<file path="config.mk">
export PLATFORM = sky130hd
export DESIGN_NAME = pipeline_hazard_ctrl
export DESIGN_NICKNAME = d
export VERILOG_FILES = /design/src/rtl/pipeline_hazard_ctrl.sv
export SDC_FILE = /design/constraint.sdc
export NUM_CORES = 1
export LEC_CHECK = 0
export ABC_CLOCK_PERIOD_IN_PS = 1300
export CORE_UTILIZATION = 29
export DETAILED_ROUTE_END_ITERATION = 6
export GPL_TIMING_DRIVEN = 1
export PLACE_DENSITY = 0.8
export REMOVE_ABC_BUFFERS = 1
export SLEW_MARGIN = 15
export SYNTH_ARGS = -nofsm -noshare
export SYNTH_HDL_FRONTEND = slang
export SYNTH_SLANG_ARGS = --single-unit
</file>
<file path="constraint.sdc">
create_clock -name CLK -period 1.3 [get_ports CLK]
set_input_delay 0.26 -clock CLK [delete_from_list [all_inputs] [get_ports CLK]]
set_output_delay 0.26 -clock CLK [all_outputs]
set_load 0.01 [all_outputs]
</file>
<file path="src/rtl/pipeline_hazard_ctrl.sv">
// pipeline_hazard_ctrl
// Stall/flush/halt sequencer for the 5-stage pipeline (IF, ID, EX, MEM, WB).
// It watches the ID and EX stages and drives the PC and pipeline-register
// write enables, the bubble inserts and the jump-target select. It also
// raises `halted` once every instruction older than HALT has written back.
//
// Ports:
//   CLK, RST          clock (rising edge), synchronous active-high reset
//   id_*              ID-stage instruction info (valid, sources, HALT)
//   ex_*              EX-stage instruction info (valid, load, dest, taken jump)
//   pc_write_en       PC may update
//   if_id_write_en    IF/ID register may load
//   if_id_flush       IF/ID loads a bubble
//   id_ex_flush       ID/EX loads a bubble
//   pc_sel_jump       PC mux selects the EX jump target
//   halted            processor stopped, register file stable
//   stall_count       load-use stall cycles (HAZARD_PERF_CNT_EN only, else 0)
//   flush_count       squashed instruction slots (HAZARD_PERF_CNT_EN only, else 0)
//
// Optional feature macro: HAZARD_PERF_CNT_EN enables the saturating
// performance counters. When it is undefined no counter flops exist and
// both count ports are tied to zero.
//
// state   | meaning
// RUN     | normal issue; load-use stalls and jump flushes are handled here
// DRAIN   | HALT has left ID; older instructions are finishing
// HALTED  | everything has retired; held until RST
module pipeline_hazard_ctrl #(
  parameter int RegAddrBits = 3,
  parameter int FlushDepth  = 2,
  parameter int DrainCycles = 3,
  parameter int CntWidth    = 16
) (
  input  logic                   CLK,
  input  logic                   RST,
  input  logic                   id_valid,
  input  logic [RegAddrBits-1:0] id_rs,
  input  logic [RegAddrBits-1:0] id_rt,
  input  logic                   id_uses_rs,
  input  logic                   id_uses_rt,
  input  logic                   id_is_halt,
  input  logic                   ex_valid,
  input  logic                   ex_is_load,
  input  logic [RegAddrBits-1:0] ex_rd,
  input  logic                   ex_jump_taken,
  output logic                   pc_write_en,
  output logic                   if_id_write_en,
  output logic                   if_id_flush,
  output logic                   id_ex_flush,
  output logic                   pc_sel_jump,
  output logic                   halted,
  output logic [CntWidth-1:0]    stall_count,
  output logic [CntWidth-1:0]    flush_count
);

  typedef enum logic [1:0] {ST_RUN, ST_DRAIN, ST_HALTED} state_t;

  localparam int DW = $clog2(DrainCycles + 1);

  state_t          state_q, state_d;
  logic [DW-1:0]   drain_cnt_q, drain_cnt_d;
  logic            load_use;

  // Register 0 is hard-wired, so a load targeting it never creates a hazard.
  assign load_use = ex_valid && ex_is_load && id_valid && (ex_rd != '0) &&
                    ((id_uses_rs && (id_rs == ex_rd)) ||
                     (id_uses_rt && (id_rt == ex_rd)));

  // State register
  always_ff @(posedge CLK) begin
    if (RST) begin
      state_q     <= ST_RUN;
      drain_cnt_q <= '0;
    end else begin
      state_q     <= state_d;
      drain_cnt_q <= drain_cnt_d;
    end
  end

  // Next state. HALT only enters DRAIN when neither a jump (HALT on the
  // wrong path) nor a load-use stall (HALT must wait in ID) is active.
  always_comb begin
    state_d     = state_q;
    drain_cnt_d = drain_cnt_q;
    case (state_q)
      ST_RUN: begin
        if (!ex_jump_taken && !load_use && id_valid && id_is_halt) begin
          state_d     = ST_DRAIN;
          drain_cnt_d = DW'(DrainCycles);
        end
      end
      ST_DRAIN: begin
        if (drain_cnt_q == DW'(1)) begin
          state_d     = ST_HALTED;
          drain_cnt_d = '0;
        end else begin
          drain_cnt_d = drain_cnt_q - DW'(1);
        end
      end
      ST_HALTED: state_d = ST_HALTED;
      default: begin
        state_d     = ST_RUN;
        drain_cnt_d = '0;
      end
    endcase
  end

  // Outputs. While RST is high the pipeline free-runs with no bubbles.
  always_comb begin
    pc_write_en    = 1'b1;
    if_id_write_en = 1'b1;
    if_id_flush    = 1'b0;
    id_ex_flush    = 1'b0;
    pc_sel_jump    = 1'b0;
    halted         = 1'b0;
    if (!RST) begin
      case (state_q)
        ST_RUN: begin
          if (ex_jump_taken) begin
            // Squash the younger slots: IF/ID first, then ID/EX.
            pc_sel_jump = 1'b1;
            if_id_flush = (FlushDepth >= 1);
            id_ex_flush = (FlushDepth >= 2);
          end else if (load_use) begin
            pc_write_en    = 1'b0;
            if_id_write_en = 1'b0;
            id_ex_flush    = 1'b1;
          end else if (id_valid && id_is_halt) begin
            // HALT moves on into EX as a no-op; nothing behind it advances.
            pc_write_en    = 1'b0;
            if_id_write_en = 1'b0;
          end
        end
        ST_DRAIN: begin
          pc_write_en    = 1'b0;
          if_id_write_en = 1'b0;
          if_id_flush    = 1'b1;
        end
        default: begin
          pc_write_en    = 1'b0;
          if_id_write_en = 1'b0;
          if_id_flush    = 1'b1;
          id_ex_flush    = 1'b1;
          halted         = 1'b1;
        end
      endcase
    end
  end

`ifdef HAZARD_PERF_CNT_EN
  logic [CntWidth-1:0] stall_cnt_q, stall_cnt_d;
  logic [CntWidth-1:0] flush_cnt_q, flush_cnt_d;
  logic [CntWidth:0]   flush_sum;

  assign flush_sum = {1'b0, flush_cnt_q} + (CntWidth + 1)'(FlushDepth);

  always_comb begin
    stall_cnt_d = stall_cnt_q;
    flush_cnt_d = flush_cnt_q;
    if (state_q == ST_RUN) begin
      if (ex_jump_taken) begin
        flush_cnt_d = flush_sum[CntWidth] ? '1 : flush_sum[CntWidth-1:0];
      end else if (load_use && (stall_cnt_q != '1)) begin
        stall_cnt_d = stall_cnt_q + CntWidth'(1);
      end
    end
  end

  always_ff @(posedge CLK) begin
    if (RST) begin
      stall_cnt_q <= '0;
      flush_cnt_q <= '0;
    end else begin
      stall_cnt_q <= stall_cnt_d;
      flush_cnt_q <= flush_cnt_d;
    end
  end

  assign stall_count = stall_cnt_q;
  assign flush_count = flush_cnt_q;
`else
  assign stall_count = '0;
  assign flush_count = '0;
`endif

endmodule

</file>
==> key figures <==
Die
  – CORE AREA: 0.002212 mm²
  – Effective utilization at floorplan: 30.77%
  – Io pins: 56
  – FP Rows: 17
  – Height of the die: 50.45 µm
  – Full die area: 0.002545 mm²
  – Die Span X: 50.45 µm

Timing
  – Final Skew: 0.4421 ps
  – Share of the clock period used by the worst path: 118.9%
  – Unrepaired setup endpoints after global routing: true
  – Highest clock rate: 646.8 MHz
  – Time the worst path needs with I/O delays and setup: 1546 ps
  – Slew Viols, Final: 0
  – Smallest setup slack after layout: -246.2 ps
  – Endpoints failing hold: 0
  – Total of endpoints with negative setup slack in the final report: 9

Layout
  – Growth of design area from synthesis to finish: 65.62%
  – Final layout net count: 152
  – Total non-filler cell area in the finished layout: 0.001127 mm²
  – Final antenna diode count: 0
  – Final non-filler cell total: 156
  – Share of layout cells above drive strength 1: 53.91%

GRT
  – Via count of the first global-routing pass: 604
  – Total grt overflow: 0
  – Wire length of the first global-routing pass: 2566 µm
  – Pin count of the biggest net entering global routing: 8
  – GRT Resource Usage Total: 13.23%
  – Antenna violations before repair: 0

Clocking
  – CTS tree: done
  – Sinks on Clock Net: 4
  – Register clock-pin slew on the reported worst setup and hold paths: 40 ps
  – Total clock buffers created by CTS: 3
  – Number of H-tree branching levels: 1
  – Maximum clock path buffer count: 2
  – Clock network latency to the later pin of the worst-skew pair: 250 ps
  – Hold-fix buffers, CTS: 0
  – Clock root buffer: sky130_fd_sc_hd__clkbuf_4

Detailed routing
  – Number of violations reported at the end of detailed-routing iteration 0: 4
  – Drt pass-1 iters: 4
  – DR DRC count: 0
  – Overall routed net length: 1630 µm
  – Via count: 635
  – Average vias per placed instance: 4.071
  – Average detailed-routed wire length per instance: 10.45 µm
  – Antenna-violating nets left: 0

Yosys
  – Post-synthesis async set-or-reset flop share: 0%
  – Warnings, synthesis: 0
  – Register bit count reported by yosys: 4
  – Synth Area per Inst: 7.735 µm²
  – Sequential-to-total area share from yosys stat: 11.76%
  – Number of distinct standard cells referenced by the synthesized netlist: 24
  – Gate count after technology mapping: 88
  – Leading post-synthesis cells by cell area: sky130_fd_sc_hd__buf_4, sky130_fd_sc_hd__dfxtp_1, sky130_fd_sc_hd__xnor2_1
  – Predominant post-synthesis flop cell: sky130_fd_sc_hd__dfxtp_1
  – Top cell type's share of synthesized area: 36.40%
  – EDFF count, synth: 0
  – Most frequent cells after synthesis: sky130_fd_sc_hd__buf_4, sky130_fd_sc_hd__xnor2_1, sky130_fd_sc_hd__inv_1
  – Post-synth top area cell: sky130_fd_sc_hd__buf_4
  – Most used standard cell by instance count after synthesis: sky130_fd_sc_hd__buf_4
  – Cell area after technology mapping: 680.7 µm²

Placed design
  – Worst setup slack before clock tree synthesis: -1091 ps
  – Inst Count DP: 150
  – Final HPWL DP: 1128 µm
  – Number of buffer cells added on primary ports: 23
  – Final weighted congestion in routability-driven placement: 0.7185
  – Post-Place Cell Area: 919.6 µm²

Power and ir drop
  – Worst vdd ir: 0.0003836 V
  – Combinational fraction of design power: 54.2%
  – Clk network pwr share: 25.4%
  – Internal Power: 0.4225 mW
  – P_leak: 0.5532 nW
  – Portion of total power attributed to sequential cells: 20.4%
  – Switching power: 0.2541 mW
  – Net Sw Frac: 37.56%
  – Power per cell area: 600.1 mW/mm²
  – Post-route total power: 0.6765 mW

Critical path
  – Startpoint type of the worst setup path: register
  – Arrival time at the worst endpoint: 1700 ps
  – CP required: 1460 ps
  – Crit-path max FO: 6
  – Crit path kind: reg -> reg
  – Kind of end point of the critical path: register

Min path
  – Type of the most critical hold path: in -> reg

Run status
  – Violated checks: negative setup slack
  – Status: complete, but fails checks

Flow run
  – Number of max-capacitance violations reported: 0
==> kinds of logic after synthesis <==
family                     share of synthesized area [%]
buffers and inverters                              40.26
and+or+nand+nor                                    13.97
AOI/OAI and AO/OA                                  16.91
xor gates and xnor gates                           7.721
adders and majority gates                          7.353
DFF                                                11.77
other                                             0.5509
muxes                                              1.471
==> power groups by stage <==
stage | Clock (mW) | Sequential, mW | Combinational (mW)
final | 0.172 | 0.138 | 0.367
after global routing | 0.178 | 0.139 | 0.398
after CTS | 0.175 | 0.138 | 0.314
after detailed placement | 0 | 0.138 | 0.284
after global placement | 0 | 0.138 | 0.276
after floorplan | 0 | 0.138 | 0.136
==> cell type report <==
type / instances / area (µm²)
multi-input cells: 75 / 614.3
clock buffers: 3 / 22.52
repair buffers: 41 / 349.1
fillers: 205 / 1085
flip-flops and latches: 4 / 82.58
well taps: 28 / 35.03
inverters: 5 / 23.77
==> critical path: stages (launching register included) <==
cell and delay [ps]:
sky130_fd_sc_hd__dfxtp_2 340, sky130_fd_sc_hd__inv_2 50, sky130_fd_sc_hd__ha_4 190, sky130_fd_sc_hd__buf_6 120, sky130_fd_sc_hd__or4_1 520, sky130_fd_sc_hd__a21o_1 180
sky130_fd_sc_hd__o41ai_2 40
==> layer usage <==
layer | GRT usage [%] | up-vias | share of wire (%)
li1 | - | 309 | -
met1 | 14.03 | 297 | 38
met2 | 23.78 | 27 | 58
met3 | 3.030 | 2 | 3.7
met4 | 7.407 | 0 | 0.74
met5 | 0 | - | 0
==> registers in the layout, indices dropped and copies added, names as in the netlist <==
register	count
state_q	2
drain_cnt_q	2
==> timing repair <==
action / in CTS / in global routing
pin swaps: 20 / 16
setup buffers: 3 / 2
resized for setup: 100 / 26
endpoints found under the hold margin: 0 / 0
setup endpoints to repair: 10 / 10
==> final timing paths <==
check,to,start,slack [ps],cells past startpoint
setup / recovery,drain_cnt_q[0]$_SDFFE_PP0P_,state_q[0]$_SDFFE_PP0P_,-250,6
hold / removal,drain_cnt_q[0]$_SDFFE_PP0P_,id_is_halt,530,5
hold reg to reg,drain_cnt_q[1]$_SDFFE_PP0P_,drain_cnt_q[1]$_SDFFE_PP0P_,590,3
setup reg to reg,drain_cnt_q[0]$_SDFFE_PP0P_,state_q[0]$_SDFFE_PP0P_,-250,6
==> through the flow <==
stage / util [%] / TNS, ps / hold WS [ps]
detailed placement: 41.57 / -7032 / 568.6
floorplan: - / -890.5 / 327.9
global placement: 41.57 / -6712 / 557.2
CTS: 46.21 / -1247 / 559.6
global route: 50.96 / -1948 / 565.8
finish: 50.96 / -1439 / 527.6
==> placed cells by master, fill, tap and decap left out, types with 3 or more instances in the layout <==
| cell | n |
|---|---|
| sky130_fd_sc_hd__buf_2 | 10 |
| sky130_fd_sc_hd__buf_4 | 11 |
| sky130_fd_sc_hd__xnor2_2 | 6 |
| sky130_fd_sc_hd__clkbuf_4 | 3 |
| sky130_fd_sc_hd__conb_1 | 32 |
| sky130_fd_sc_hd__buf_6 | 10 |
| sky130_fd_sc_hd__ha_4 | 3 |
| sky130_fd_sc_hd__dlygate4sd2_1 | 7 |
(Power assumes the default switching activity.)
